==> src/rtl/thermo_pool_stream.sv <==
// Rank-order pooling of N thermometer words into one binary result.
// Optional THERMO_POOL_BUBBLE_CHK_EN flags malformed words on out_err.
module thermo_pool_stream #(
   parameter  int W  = 15,
   parameter  int N  = 4,
   localparam int OW = $clog2(W+1),
   localparam int CW = $clog2(N+1)
) (
   input  logic          clk,
   input  logic          rst_n,
   input  logic          flush,
   input  logic [CW-1:0] k_sel,
   input  logic          in_valid,
   output logic          in_ready,
   input  logic [W-1:0]  in_data,
   output logic          out_valid,
   input  logic          out_ready,
   output logic [OW-1:0] out_data,
   output logic          out_err
);

   typedef enum logic [1:0] {
      ACCUM,
      REDUCE,
      HOLD
   } state_t;

   localparam logic [CW-1:0] NMAX  = CW'(N);
   localparam logic [CW-1:0] NLAST = CW'(N-1);

   state_t        state;
   state_t        state_n;
   logic [CW-1:0] cnt [W];
   logic [CW-1:0] bcnt;
   logic [CW-1:0] k_reg;
   logic [OW-1:0] pool;
   logic          acc;
   logic          hand;
   logic          last;

   assign last = (bcnt == NLAST);

   always_ff @(posedge clk or negedge rst_n) begin
      if (!rst_n) state <= ACCUM;
      else        state <= state_n;
   end

   // flush overrides both handshakes, so acc/hand are gated here
   always_comb begin
      state_n   = state;
      in_ready  = 1'b0;
      out_valid = 1'b0;
      acc       = 1'b0;
      hand      = 1'b0;
      unique case (state)
         ACCUM: begin
            in_ready = 1'b1;
            acc      = in_valid;
            if (acc && last) state_n = REDUCE;
         end
         REDUCE: state_n = HOLD;
         HOLD: begin
            out_valid = 1'b1;
            hand      = out_ready;
            if (hand) state_n = ACCUM;
         end
         default: state_n = ACCUM;
      endcase
      if (flush) begin
         state_n = ACCUM;
         acc     = 1'b0;
         hand    = 1'b0;
      end
   end

   always_comb begin
      pool = '0;
      for (int i = 0; i < W; i++) begin
         if (cnt[i] >= k_reg) pool = pool + OW'(1);
      end
   end

   always_ff @(posedge clk or negedge rst_n) begin
      if (!rst_n) begin
         for (int i = 0; i < W; i++) cnt[i] <= '0;
         bcnt  <= '0;
         k_reg <= '0;
      end else if (flush || hand) begin
         for (int i = 0; i < W; i++) cnt[i] <= '0;
         bcnt <= '0;
      end else if (acc) begin
         for (int i = 0; i < W; i++) begin
            if (in_data[i] && cnt[i] != NMAX)
               cnt[i] <= cnt[i] + CW'(1);
         end
         bcnt <= last ? '0 : bcnt + CW'(1);
         if (bcnt == '0) k_reg <= k_sel;
      end
   end

   always_ff @(posedge clk or negedge rst_n) begin
      if (!rst_n)                           out_data <= '0;
      else if (!flush && state == REDUCE)   out_data <= pool;
   end

`ifdef THERMO_POOL_BUBBLE_CHK_EN
   logic bubble;
   logic err_win;
   logic err_q;

   // a set bit above a clear bit breaks the thermometer code
   always_comb begin
      bubble = 1'b0;
      for (int i = 1; i < W; i++) begin
         if (in_data[i] && !in_data[i-1]) bubble = 1'b1;
      end
   end

   always_ff @(posedge clk or negedge rst_n) begin
      if (!rst_n) begin
         err_win <= 1'b0;
         err_q   <= 1'b0;
      end else if (flush || hand) begin
         err_win <= 1'b0;
         err_q   <= 1'b0;
      end else begin
         if (acc && bubble)     err_win <= 1'b1;
         if (state == REDUCE)   err_q   <= err_win;
      end
   end

   assign out_err = err_q;
`else
   assign out_err = 1'b0;
`endif

endmodule

==> config.mk <==
export PLATFORM = sky130hd
export DESIGN_NAME = thermo_pool_stream
export DESIGN_NICKNAME = d
export VERILOG_FILES = /design/src/rtl/thermo_pool_stream.sv
export SDC_FILE = /design/constraint.sdc
export NUM_CORES = 1
export LEC_CHECK = 0
export ABC_AREA = 1
export BUFFER_PORTS_ARGS = -buffer_cell sky130_fd_sc_hd__buf_2
export CAP_MARGIN = 20
export CORE_MARGIN = 4
export CORE_UTILIZATION = 35
export CTS_CLUSTER_DIAMETER = 80
export DETAILED_ROUTE_END_ITERATION = 16
export SLEW_MARGIN = 20
export SYNTH_ARGS = -nofsm -noshare
export SYNTH_HDL_FRONTEND = slang
export SYNTH_SLANG_ARGS = --single-unit
==> constraint.sdc <==
create_clock -name clk -period 16.08 [get_ports clk]
set_input_delay 0.804 -clock clk [delete_from_list [all_inputs] [get_ports clk]]
set_output_delay 0.804 -clock clk [all_outputs]
set_load 0.01 [all_outputs]
## Word level (Yosys, flattened, before mapping)

Index checks and enable logic that the tools add are counted.

| storage, ports and cells | value |
|---|---|
| output and inout bits | 7 |
| input port bits | 23 |
| bits in registers | 57 |
| word-level logic and storage cells | 184 |

| operators by class | value |
|---|---|
| mux-type cells | 45 |
| add/subtract/negate cells | 30 |
| equality and inequality tests | 20 |
| reductions and logical operators | 54 |
| bitwise logic cells | 1 |
| magnitude comparators | 15 |

Operator list:

| kind | number |
|---|---|
| $mux 45 | 2 |
| $add 4x1->4 const B | 14 |
| $mux 4 | 14 |
| $mux 3 | 18 |
| $ne 3x3->1 const B | 17 |
| $add 3x1->3 const B | 16 |
| $ge 3x3->1 | 15 |
| $reduce_and 2->1 | 16 |
| $reduce_bool 2->1 | 16 |
| $logic_and 1x1->1 | 17 |
| $mux 1 | 7 |
| $mux 2 | 3 |
| $pmux 2 s3 | 1 |
| $eq 3x2->1 const B | 1 |
| $logic_not 3->1 | 1 |
| $reduce_and 3->1 | 1 |
| $eq 2x1->1 const B | 1 |
| $eq 2x2->1 const B | 1 |
| $logic_not 2->1 | 1 |
| $logic_not 1->1 | 1 |
| $logic_or 1x1->1 | 1 |
| $not 1->1 | 1 |

## Depth between registers and ports, before layout

Gate-level depths: netlist (run 1).

| logic depth | value |
|---|---|
| word-level depth | 30 |
| depth in mapped cells | 49 |
| gate-level depth less buffers | 49 |

## Least setup slack after synthesis (run 1)

Ideal clock, no wire load.

| path | value |
|---|---|
| path kind | register -> register |
| start | register k_reg[2] |
| end | register out_data[1] |
| buffers on the path | 0 |
| setup time | 0.127 ns |
| slack | 8.868 ns |
| arrival | 7.085 ns |
| stages on the path, launching flop included | 44 |
| data required time | 15.953 ns |
| period minus slack after synthesis | 7.212 ns |
| cells stage by stage | dfrtp_1 > inv_1 > ha_1 > a21oi_1 > nand2_1 > inv_1 > ha_1 > inv_1 > nand3_2 > nand2_2 > inv_1 > ha_1 > or2_1 > nand2_1 > xor2_1 > o21ai_2 > ha_1 > or2_1 > (+8 left out) > o21ai_0 > nand2_1 > ha_1 > or2_2 > nand2_1 > xnor2_1 > o21ai_1 > ha_1 > or2_2 > nand2_1 > xnor2_1 > o21ai_1 > ha_1 > nand2_1 > nand2_1 > ha_1 > o21ai_0 > o21ai_0 |

| between the ends | value |
|---|---|
| word-level cells in the longest chain between the ends | 30 |
| elaborated cells on any way between the ends | 44 |
| those cells by class | add/sub (14); order compare (15); mux (15) |

Ends and longest elaborated chain:

| element | line | RTL |
|---|---|---|
| start, declared | 35 | `logic [CW-1:0] k_reg;` |
| start signal, assigned | 97 | `if (bcnt == '0) k_reg <= k_sel;` |
| $ge 3x3->1 | 79 | `if (cnt[i] >= k_reg) pool = pool + OW'(1);` |
| $mux 1 | 79 |  |
| $add 4x1->4 | 79 |  |
| $mux 4 | 79 |  |
| $add 4x1->4 | 79 |  |
| $mux 4 | 79 |  |
| $add 4x1->4 | 79 |  |
| $mux 4 | 79 |  |
| (+14 left out) | n/a |  |
| $add 4x1->4 | 79 |  |
| $mux 4 | 79 |  |
| $add 4x1->4 | 79 |  |
| $mux 4 | 79 |  |
| $add 4x1->4 | 79 |  |
| $mux 4 | 79 |  |
| $add 4x1->4 | 79 |  |
| $mux 4 (*) | 79 |  |
| end signal, assigned | 103 | `else if (!flush && state == REDUCE) out_data <= pool;` |
| end, declared | 18 | `output logic [OW-1:0] out_data,` |

Every way passes the cells marked *; elsewhere a longest branch is shown, timed or not.
A chain may end at the register's enable or synchronous reset.

## Final worst setup path (run 1)

Same ends and word-level chain as after synthesis.

==> metrics.md, run 1 <==
| Metric | Value |
|---|---|
| Status | `complete, no violations` |
| Startpoint of the worst hold path | `out_data[3]` |
| Post-Route WL | `10900 um` |
| Clock group share of total power | `14.5%` |
| Antenna Cells | `0` |
| Total CTS buffers | `9` |
| Clk buf depth | `2` |
| TNS Setup | `0 ns` |
| Synth top area share | `26.4%` |
| Worst slack at placement | `8.23 ns` |
| Die Wd | `132 um` |
| Worst reg2reg endpoint | `out_data[1]` |
| PortBufs | `28` |
| Slowest Stage Delay on Critical Path | `0.44 ns` |
| Worst hold path depth | `2` |
| Cell taking the most area after synthesis | `dfrtp_1` |
| Starting Density | `35.7%` |
| Hold_buf cts | `0` |
| Final worst slack | `8.25 ns` |
| Pint | `643 uW` |
| Global-route wire length before repair | `19400 um` |
| RSZ-0062 raised after global routing | `no` |
| Synthesized cell area | `5410 um2` |
| Number of synthesized flops with an enable pin | `0` |
| Nets | `878` |
| Die height | `132 um` |
| WL/cell | `11.4 um` |
| Num ports | `30` |
| Hold EP | `out_data[3]` |
| Syn_nets | `843` |
| Leakage | `3.30 nW` |
| CTS tree | `yes` |
| Largest registers | `cnt: 45 flops, out_data: 4 flops` |
| CTS sink cnt | `57` |
| Max FFs per register | `45` |
| CP Data Required Time | `16.29 ns` |
| Max-slew violations | `0` |
| Worst clock skew | `0.00559 ns` |
| Initial antenna violation count | `0` |
| Mapped Cells | `729` |
| Syn Area/Cell | `7.42 um2` |
| Post-CTS Setup Inserts | `0` |
| Power density over the cells | `221 nW/um2` |
| Post-synth top flop | `dfrtp_1` |
| Core footprint | `15100 um2` |
| Clk_lat worst skew | `0.33 ns` |
| Fin area | `6090 um2` |
| DRC errors left | `0` |
| Crit path launch | `k_reg[2]` |
| Worst Hold Class | `reg2reg` |
| Worst VDD drop | `0.0762 mV` |
| Final Cycle Share | `48.7%` |
| Worst Tran Pin Value | `0.769 ns` |
| Sequential Power Share | `12.2%` |
| Final setup violation count | `0` |
| Number of global-route vias before repair | `4345` |
| Reg2reg path depth | `43` |
| #FFs+latches synth | `57` |
| Worst r2r src | `k_reg[2]` |
| DIE AREA | `17500 um2` |
| Clock-pin transition on the worst setup and hold timing paths | `0.06 ns` |
| Drt first pass iters | `4` |
| Global placement routability congestion | `0.760` |
| Fmax | `0.128 GHz` |
| CP Max Fanout | `16` |
| Critical path capture point type | `flop` |
| Final Hold Viols | `0` |
| Register area share after synthesis | `26.4%` |
| Crit Path Class | `reg2reg` |
| GR Util All Layers | `13.2%` |
| Hold_ws | `0.481 ns` |
| Antenna viol nets, final | `0` |
| Initial detailed-routing violation count | `161` |
| Area Growth Syn to Fin | `12.7%` |
| Root Buffer Master | `clkbuf_16` |
| Reg2Reg Setup Slack | `8.25 ns` |
| Net Sw Frac | `52.2%` |
| Post-cts resize count | `0` |
| Fin crit period | `7.83 ns` |
| Yosys warnings | `0` |
| Rel. slew slack | `48.5%` |
| Vias/cell | `4.80` |
| Switching power | `702 uW` |
| Placed instance area | `5790 um2` |
| # H-tree levels | `3` |
| Remaining Overflow, GRT | `0` |
| Distinct cells, synth | `38` |
| Max cap viols | `0` |
| Crit path launch type | `flop` |
| Comb power frac | `73.3%` |
| Top reg by flops | `cnt` |
| Ratio of cells with drive above 1 in the final layout | `13.0%` |
| Synth area leaders | `dfrtp_1 26%, ha_1 21%, nand2_1 11%, inv_1 7.1%, nand3_1 5.9%` |
| Critical path data arrival time | `8.04 ns` |
| Detailed Place HPWL | `8430 um` |
| Pin count of the biggest net entering global routing | `58` |
| # rows | `45` |
| Synth async-reset ratio | `100%` |
| Via Count | `4591` |
| CP max-delay cell | `inv_1` |
## power groups by stage
stage                     combinational, mW  sequential (mW)  clock (mW)
after floorplan                       0.833            0.165           0
after global placement                0.981            0.166           0
after detailed placement              0.992            0.166           0
after CTS                             0.996            0.164       0.201
after global routing                   1.17            0.165       0.207
final                                 0.987            0.164       0.195
## placed cells by master (no fill, tap or decap), drive strengths merged, types with 17 or more instances in the layout
cell type  netlist  routed
nand3           78      78
ha              91      91
nand2          182     182
dfrtp           57      57
buf              1      32
nor2            53      53
a21oi           36      36
xor2            17      17
o21ai           38      38
inv            103     105
## cells in the mapped netlist (all sizes together) (6+ instances only)
| cell | count |
|---|---|
| clkbuf | 7 |
| a21oi | 36 |
| nand3 | 78 |
| xor2 | 17 |
| nor2 | 53 |
| ha | 91 |
| nand2 | 182 |
| a211oi | 16 |
| or2 | 6 |
| dfrtp | 57 |
| inv | 103 |
| nand4 | 16 |
| o21ai | 38 |
| a31oi | 10 |
## logic make-up (layout without fill, tap and decap cells)
kind of cell             after synthesis  in the layout  synth area share (%)
AO/OA/AOI/OAI                        105            105                  11.4
AND/OR/NAND/NOR                      341            341                  29.8
XOR/XNOR                              19             19                  3.08
multiplexers                           1              1                 0.208
flip-flops                            57             57                  26.4
buffers and inverters                114            154                  8.00
adder cells (fa/ha/maj)               91             91                  21.1
other                                  1              1                0.0693
## metal layers
layer	vias up	part of all wire [%]	track usage, %	wire (um)
met2	61	43	21.4	4730
met3	20	2.4	1.34	261
met1	1999	52	17.9	5670
li1	2511	-	-	-
met4	0	2.3	5.66	254
met5	-	0	0	0
## critical path, delay by kind of cell, from the launching register on
family | cells | cell delay [ns]
XOR/XNOR | 3 | 0.42
buffers and inverters | 4 | 0.69
AO/OA/AOI/OAI | 10 | 1.00
flip-flops | 1 | 0.35
AND/OR/NAND/NOR | 17 | 2.65
adder cells (fa/ha/maj) | 9 | 2.61
## metrics by stage
stage / std cells / power, mW / util [%]
after floorplan: 729 / 0.998 / -
after global placement: 940 / 1.15 / 38.1
after detailed placement: 941 / 1.16 / 38.2
after CTS: 957 / 1.36 / 40.2
after global routing: 957 / 1.54 / 40.2
final: 957 / 1.35 / 40.2
## layout make-up
cell class / instances / area, um2
Multi-Input combinational cell: 558 / 3550
Inverter: 106 / 399
Clock inverter: 7 / 78.8
Sequential cell: 57 / 1430
Timing Repair Buffer: 32 / 178
Clock buffer: 9 / 225
Tap cell: 188 / 235
Fill cell: 1511 / 9050
## how the worst max path moves through the flow
stage	end	depth (start not counted)	slack [ns]
2_1_floorplan	out_data[1]	43	8.87
3_3_place_gp	out_data[1]	43	8.41
3_5_place_dp	out_data[1]	43	8.23
4_1_cts	out_data[1]	43	8.21
5_1_grt	out_data[1]	45	7.59
6_report	out_data[1]	43	8.25
Power figures use the tool's default switching activity.
==> run 2: changes to the inputs <==
Settings changed: ABC_AREA 1 to 0.
Clock period 16.08 ns to 7.2 ns, I/O delays scaled along.
==> metrics.md, run 2 <==
| Metric | Value |
|---|---|
| Global placement routability congestion | `0.814 (was 0.760)` |
| Number of synthesized flops with an enable pin | `0 (unchanged)` |
| Mapped Cells | `562 (was 729)` |
| Initial detailed-routing violation count | `138 (was 161)` |
| Remaining Overflow, GRT | `0 (unchanged)` |
| Worst Hold Class | `in2async (was reg2reg)` |
| Final worst slack | `-0.463 ns (was 8.25 ns)` |
| #FFs+latches synth | `57 (unchanged)` |
| Drt first pass iters | `5 (was 4)` |
| Critical path capture point type | `flop (unchanged)` |
| Failing checks | `negative setup slack` |
| DIE AREA | `17100 um2 (was 17500 um2)` |
| RSZ-0062 raised after global routing | `yes (was no)` |
| Hold_ws | `0.185 ns (was 0.481 ns)` |
| Hold_buf cts | `0 (unchanged)` |
| Clk_lat worst skew | `0.33 ns (about the same)` |
| Crit path launch type | `flop (unchanged)` |
| Most frequent cells in the layout | `78 x ha_1, 61 x nor2_1, 59 x buf_4 (was 162 x nand2_1, 102 x inv_1, 91 x ha_1)` |
| Synth async-reset ratio | `100% (unchanged)` |
| Reg2Reg Setup Slack | `-0.46 ns (was 8.25 ns)` |
| Top reg by flops | `cnt (unchanged)` |
| Core footprint | `14600 um2 (was 15100 um2)` |
| Yosys warnings | `0 (unchanged)` |
| Worst clock skew | `0.00695 ns (was 0.00559 ns)` |
| Antenna Cells | `0 (unchanged)` |
| Final Util | `46.8% (was 40.2%)` |
| Number of global-route vias before repair | `4434 (was 4345)` |
| Final Hold Viols | `0 (unchanged)` |
| Starting Density | `36.1% (was 35.7%)` |
| CTS sink cnt | `57 (unchanged)` |
| # H-tree levels | `3 (unchanged)` |
| Crit Path Class | `reg2reg (unchanged)` |
| Synth top area share | `27.0% (was 26.4%)` |
| Final Cycle Share | `106% (was 48.7%)` |
| Cell taking the most area after synthesis | `dfrtp_1 (unchanged)` |
| Global-route wire length before repair | `20300 um (was 19400 um)` |
| CP max-delay cell | `dfrtp_1 (was inv_1)` |
| Syn_nets | `676 (was 843)` |
| Total CTS buffers | `9 (unchanged)` |
| Slowest Stage Delay on Critical Path | `0.40 ns (was 0.44 ns)` |
| Post-Route WL | `12400 um (was 10900 um)` |
| WL/cell | `14.7 um (was 11.4 um)` |
| Max cap viols | `0 (unchanged)` |
| Via Count | `4250 (was 4591)` |
| FILL cells | `1366 (was 1511)` |
| Nets | `765 (was 878)` |
| Synth area leaders | `dfrtp_1 27%, ha_1 22%, xnor2_1 5.6%, nor2_1 4.5%, xor2_1 4.3% (was dfrtp_1 26%, ha_1 21%, nand2_1 11%, inv_1 7.1%, nand3_1 5.9%)` |
| Vias/cell | `5.06 (was 4.80)` |
| Most common cell in the netlist | `ha_1 (was nand2_1)` |
| Distinct cells, synth | `54 (was 38)` |
| Clk buf depth | `2 (unchanged)` |
| Status | `complete, but fails checks (was complete, no violations)` |
| Rel. slew slack | `46.2% (was 48.5%)` |
| Initial antenna violation count | `0 (unchanged)` |
| Worst r2r src | `k_reg[1] (was k_reg[2])` |
| Max FFs per register | `45 (unchanged)` |
| Commonest non-fill, non-tap cell in the layout | `ha_1 (was nand2_1)` |
| Most Frequent Cell on Critical Path | `ha_4` |
| Reg2reg path depth | `41 (was 43)` |
| Register area share after synthesis | `27.0% (was 26.4%)` |
| Fmax | `0.130 GHz (was 0.128 GHz)` |
| CP Max Fanout | `4 (was 16)` |
| Die Wd | `131 um (was 132 um)` |
| Critical path data arrival time | `7.88 ns (was 8.04 ns)` |
| PortBufs | `28 (unchanged)` |
| Final setup violation count | `3 (was 0)` |
| Ratio of cells with drive above 1 in the final layout | `28.0% (was 13.0%)` |
| # rows | `44 (was 45)` |
| CTS tree | `yes (unchanged)` |
| Clock-pin transition on the worst setup and hold timing paths | `0.05 ns (was 0.06 ns)` |
| Antenna viol nets, final | `0 (unchanged)` |
| GR Util All Layers | `14.7% (was 13.2%)` |
| Worst Tran Pin Value | `0.807 ns (was 0.769 ns)` |
| Die height | `131 um (was 132 um)` |
| Synthesized cell area | `5280 um2 (was 5410 um2)` |
| Post-synth top flop | `dfrtp_1 (unchanged)` |
| Area Growth Syn to Fin | `29.6% (was 12.7%)` |
| Post-synth top cells | `91 x ha_1, 63 x nor2_1, 57 x dfrtp_1 (was 162 x nand2_1, 102 x inv_1, 91 x ha_1)` |
| Detailed Place HPWL | `8630 um (was 8430 um)` |
| CP Data Required Time | `7.41 ns (was 16.29 ns)` |
| Syn Area/Cell | `9.40 um2 (was 7.42 um2)` |
| Worst reg2reg endpoint | `out_data[2] (was out_data[1])` |
| Root Buffer Master | `clkbuf_16 (unchanged)` |
| Fin crit period | `7.66 ns (was 7.83 ns)` |
| Num ports | `30 (unchanged)` |
| Max-slew violations | `0 (unchanged)` |
| Largest registers | `cnt: 45 flops, out_data: 4 flops (unchanged)` |
| DRC errors left | `0 (unchanged)` |
| Pin count of the biggest net entering global routing | `58 (unchanged)` |
-- run 2: changes by cell type in the layout (fill, tap and decap cells not counted), sizes merged, moves of 11 or more --
cell,previous run,this run
a21o,0,17
inv,105,47
a211oi,16,3
nand3,78,23
mux2i,0,19
nand2,182,43
buf,32,90
o21ai,38,14
xnor2,2,37
xor2,17,28
a21oi,36,15
nand2b,0,15
-- run 2: repair_timing --
item | in CTS | in global routing
setup endpoints to repair | 3 | 3
resized for setup | 22 | 22
pin swaps | 22 | 19
endpoints found under the hold margin | 0 | 0
buffers inserted | 13 | 7
-- run 2: through the flow --
step | TNS, ns | std cells | cell area, um2 | setup slack (ns)
after global routing | -1.97 | 840 | 6850 | -0.747
after global placement | -0.793 | 804 | 6090 | -0.354
final | -1.11 | 840 | 6850 | -0.463
after floorplan | -0.582 | 562 | 5450 | -0.301
after detailed placement | -1.38 | 804 | 6090 | -0.562
after CTS | -0.949 | 833 | 6660 | -0.442
-- run 2: cells by family (layout without fill, tap and decap cells) --
| logic type | count (synthesis) | count (layout) | share of synthesized area (%) |
|---|---|---|---|
| AO/OA/AOI/OAI | 68 | 68 | 9.10 |
| XOR/XNOR | 74 | 74 | 15.9 |
| adder cells (fa/ha/maj) | 91 | 91 | 21.6 |
| buffers and inverters | 59 | 153 | 4.29 |
| flip-flops | 57 | 57 | 27.0 |
| multiplexers | 29 | 29 | 5.73 |
| other | 1 | 1 | 0.0710 |
| AND/OR/NAND/NOR | 183 | 183 | 16.4 |
-- run 2: worst max path at each step --
stage               cells past startpoint  slack, ns  startpoint          end
floorplan                              41      -0.30    k_reg[0]  out_data[2]
finish                                 41      -0.46    k_reg[1]  out_data[2]
detailed placement                     42      -0.56    k_reg[0]  out_data[2]
global placement                       40      -0.35    k_reg[0]  out_data[2]
CTS                                    42      -0.44     cnt[42]  out_data[2]
global route                           41      -0.75    k_reg[1]  out_data[2]
-- run 2: cell type report --
cell class                      instances  area, um2  share of cell area, %
Clock buffer                           11        233                   3.40
Clock inverter                          5        104                   1.52
Inverter                               47        179                   2.61
Multi-Input combinational cell        446       4060                   59.2
Sequential cell                        57       1430                   20.9
Tap cell                              184        230                   3.36
Timing Repair Buffer                   90        617                   9.01
-- run 2: worst max-delay path, delay by kind of cell (launching register included) --
kind / cells / cell delay (ns)
multiplexers: 6 / 1.56
adder cells (fa/ha/maj): 9 / 2.03
flip-flops: 1 / 0.40
AO/OA/AOI/OAI: 9 / 1.17
buffers and inverters: 1 / 0.11
XOR/XNOR: 8 / 1.28
AND/OR/NAND/NOR: 8 / 0.97
-- run 2: metal layers --
metal | global-route usage [%] | wire, um | share of wire [%]
met1 | 17.7 | 5420 | 44
met4 | 4.36 | 202 | 1.6
met3 | 3.33 | 431 | 3.5
met2 | 26.1 | 6310 | 51
met5 | 0 | 0 | 0
Power of run 2 is left out: the tool's default activity adds up to more than one toggle a clock period on the data nets, which glitch-free logic cannot reach.
==> run 3: changes to the inputs <==
Settings changed: ABC_AREA 0 to 1.
==> metrics.md, run 3 (synthesis results as in run 1) <==
| Metric | Value |
|---|---|
| Via Count | `4699 (was 4250)` |
| Clk buf depth | `2 (unchanged)` |
| CP max-delay cell | `dfrtp_1 (unchanged)` |
| Clock-pin transition on the worst setup and hold timing paths | `0.06 ns (was 0.05 ns)` |
| Pin count of the biggest net entering global routing | `58 (unchanged)` |
| Largest registers | `cnt: 45 flops, out_data: 4 flops (unchanged)` |
| Post-Route WL | `11700 um (was 12400 um)` |
| Worst Tran Pin Value | `0.768 ns (was 0.807 ns)` |
| Die Wd | `132 um (was 131 um)` |
| # H-tree levels | `3 (unchanged)` |
| Core footprint | `15100 um2 (was 14600 um2)` |
| Rel. slew slack | `48.6% (was 46.2%)` |
| Fin area | `6390 um2 (was 6850 um2)` |
| Area of the multi-input gates | `3660 um2 (was 4060 um2)` |
| Reg area | `1430 um2 (about the same)` |
| Critical path data arrival time | `7.01 ns (was 7.88 ns)` |
| GR Util All Layers | `13.9% (was 14.7%)` |
| CTS sink cnt | `57 (unchanged)` |
| Initial detailed-routing violation count | `191 (was 138)` |
| Final setup violation count | `0 (was 3)` |
| Clk_lat worst skew | `0.33 ns (about the same)` |
| Vias/cell | `4.79 (was 5.06)` |
| Starting Density | `35.7% (was 36.1%)` |
| Commonest non-fill, non-tap cell in the layout | `nand2_1 (was ha_1)` |
| Final Hold Viols | `0 (unchanged)` |
| Hold_buf cts | `0 (unchanged)` |
| Remaining Overflow, GRT | `0 (unchanged)` |
| Crit path launch type | `flop (unchanged)` |
| Initial antenna violation count | `0 (unchanged)` |
| Top reg by flops | `cnt (unchanged)` |
| Ratio of cells with drive above 1 in the final layout | `18.6% (was 28.0%)` |
| Antenna viol nets, final | `0 (unchanged)` |
| Most Frequent Cell on Critical Path | `nand2_1 (was ha_4)` |
| Area Growth Syn to Fin | `18.2% (was 29.6%)` |
| Number of global-route vias before repair | `4356 (was 4434)` |
| Num ports | `30 (unchanged)` |
| Critical path capture point type | `flop (unchanged)` |
| Detailed Place HPWL | `8580 um (was 8630 um)` |
| Status | `complete, no violations (was complete, but fails checks)` |
| Max cap viols | `0 (unchanged)` |
| Final Cycle Share | `94.3% (was 106%)` |
| DIE AREA | `17500 um2 (was 17100 um2)` |
| WL/cell | `11.9 um (was 14.7 um)` |
| CTS tree | `yes (unchanged)` |
| Placed instance area | `5940 um2 (was 6090 um2)` |
| Global placement routability congestion | `0.795 (was 0.814)` |
| Max FFs per register | `45 (unchanged)` |
| Final worst slack | `0.407 ns (was -0.463 ns)` |
| CP Max Fanout | `4 (unchanged)` |
| DRC errors left | `0 (unchanged)` |
| Worst clock skew | `0.00939 ns (was 0.00695 ns)` |
| Worst slack at placement | `-0.0904 ns (was -0.562 ns)` |
| Root Buffer Master | `clkbuf_16 (unchanged)` |
| Most frequent cells in the layout | `153 x nand2_1, 98 x inv_1, 85 x ha_1 (was 78 x ha_1, 61 x nor2_1, 59 x buf_4)` |
| PortBufs | `28 (unchanged)` |
| Die height | `132 um (was 131 um)` |
| Global-route wire length before repair | `20400 um (was 20300 um)` |
| Crit Path Class | `reg2reg (unchanged)` |
| Fin crit period | `6.79 ns (was 7.66 ns)` |
| Drt first pass iters | `4 (was 5)` |
| FILL cells | `1496 (was 1366)` |
| # rows | `45 (was 44)` |
| Worst Hold Class | `in2async (unchanged)` |
| Slowest Stage Delay on Critical Path | `0.36 ns (was 0.40 ns)` |
| CP Data Required Time | `7.42 ns (was 7.41 ns)` |
| Antenna Cells | `0 (unchanged)` |
| Fmax | `0.147 GHz (was 0.130 GHz)` |
| Nets | `903 (was 765)` |
| Total CTS buffers | `9 (unchanged)` |
| Max-slew violations | `0 (unchanged)` |
## run 3: worst paths after layout
| kind | end | slack (ns) | startpoint | cells after the start |
|---|---|---|---|---|
| setup / recovery | out_data[3] | 0.41 | k_reg[2] | 50 |
| hold / removal | out_data[1] | 0.18 | rst_n | 2 |
| setup reg to reg | out_data[3] | 0.41 | k_reg[2] | 50 |
| hold reg to reg | out_data[1] | 0.49 | out_data[1] | 2 |
| max in group asynchronous | cnt[26] | 6.50 | rst_n | 2 |
| min in group clk | k_reg[2] | 0.28 | k_sel[2] | 3 |
## run 3: final cells by class
type                    instances  share of cell area (%)
multi-input cells             558                    57.3
clock inverters                 4                   0.802
well taps                     188                    3.68
clock buffers                  12                    4.01
flip-flops and latches         57                    22.3
repair buffers                 57                    5.60
inverters                     106                    6.30
## run 3: critical path, delay by kind of cell (launching register included)
kind                     cells  cell delay (ns)
AO/OA/AOI/OAI                6             0.51
buffers and inverters        9             0.89
flip-flops                   1             0.36
XOR/XNOR                     2             0.30
adder cells (fa/ha/maj)      7             1.89
AND/OR/NAND/NOR             26             2.72
## run 3: per-layer routing
metal	share of wire, %	vias up	GRT usage (%)
met3	1.6	10	1.56
li1	-	2542	-
met5	0	-	0
met4	1.4	0	4.33
met1	51	2112	19.3
met2	46	35	22.5
## run 3: timing repair
| action | CTS | global route |
|---|---|---|
| pin swaps | 2 | 27 |
| gates resized for setup | 5 | 23 |
| buffers inserted | 4 | 6 |
| endpoints found under the setup margin | 2 | 3 |
## run 3: through the flow
step	hold slack [ns]	util [%]	cells	TNS [ns]
floorplan	0.0644	-	729	0
global placement	0.467	39.2	956	0
detailed placement	0.479	39.2	956	-0.164
CTS	0.213	41.5	976	0
global route	0.261	42.2	982	-0.100
finish	0.179	42.2	982	0
Power of run 3 is left out for the same reason.
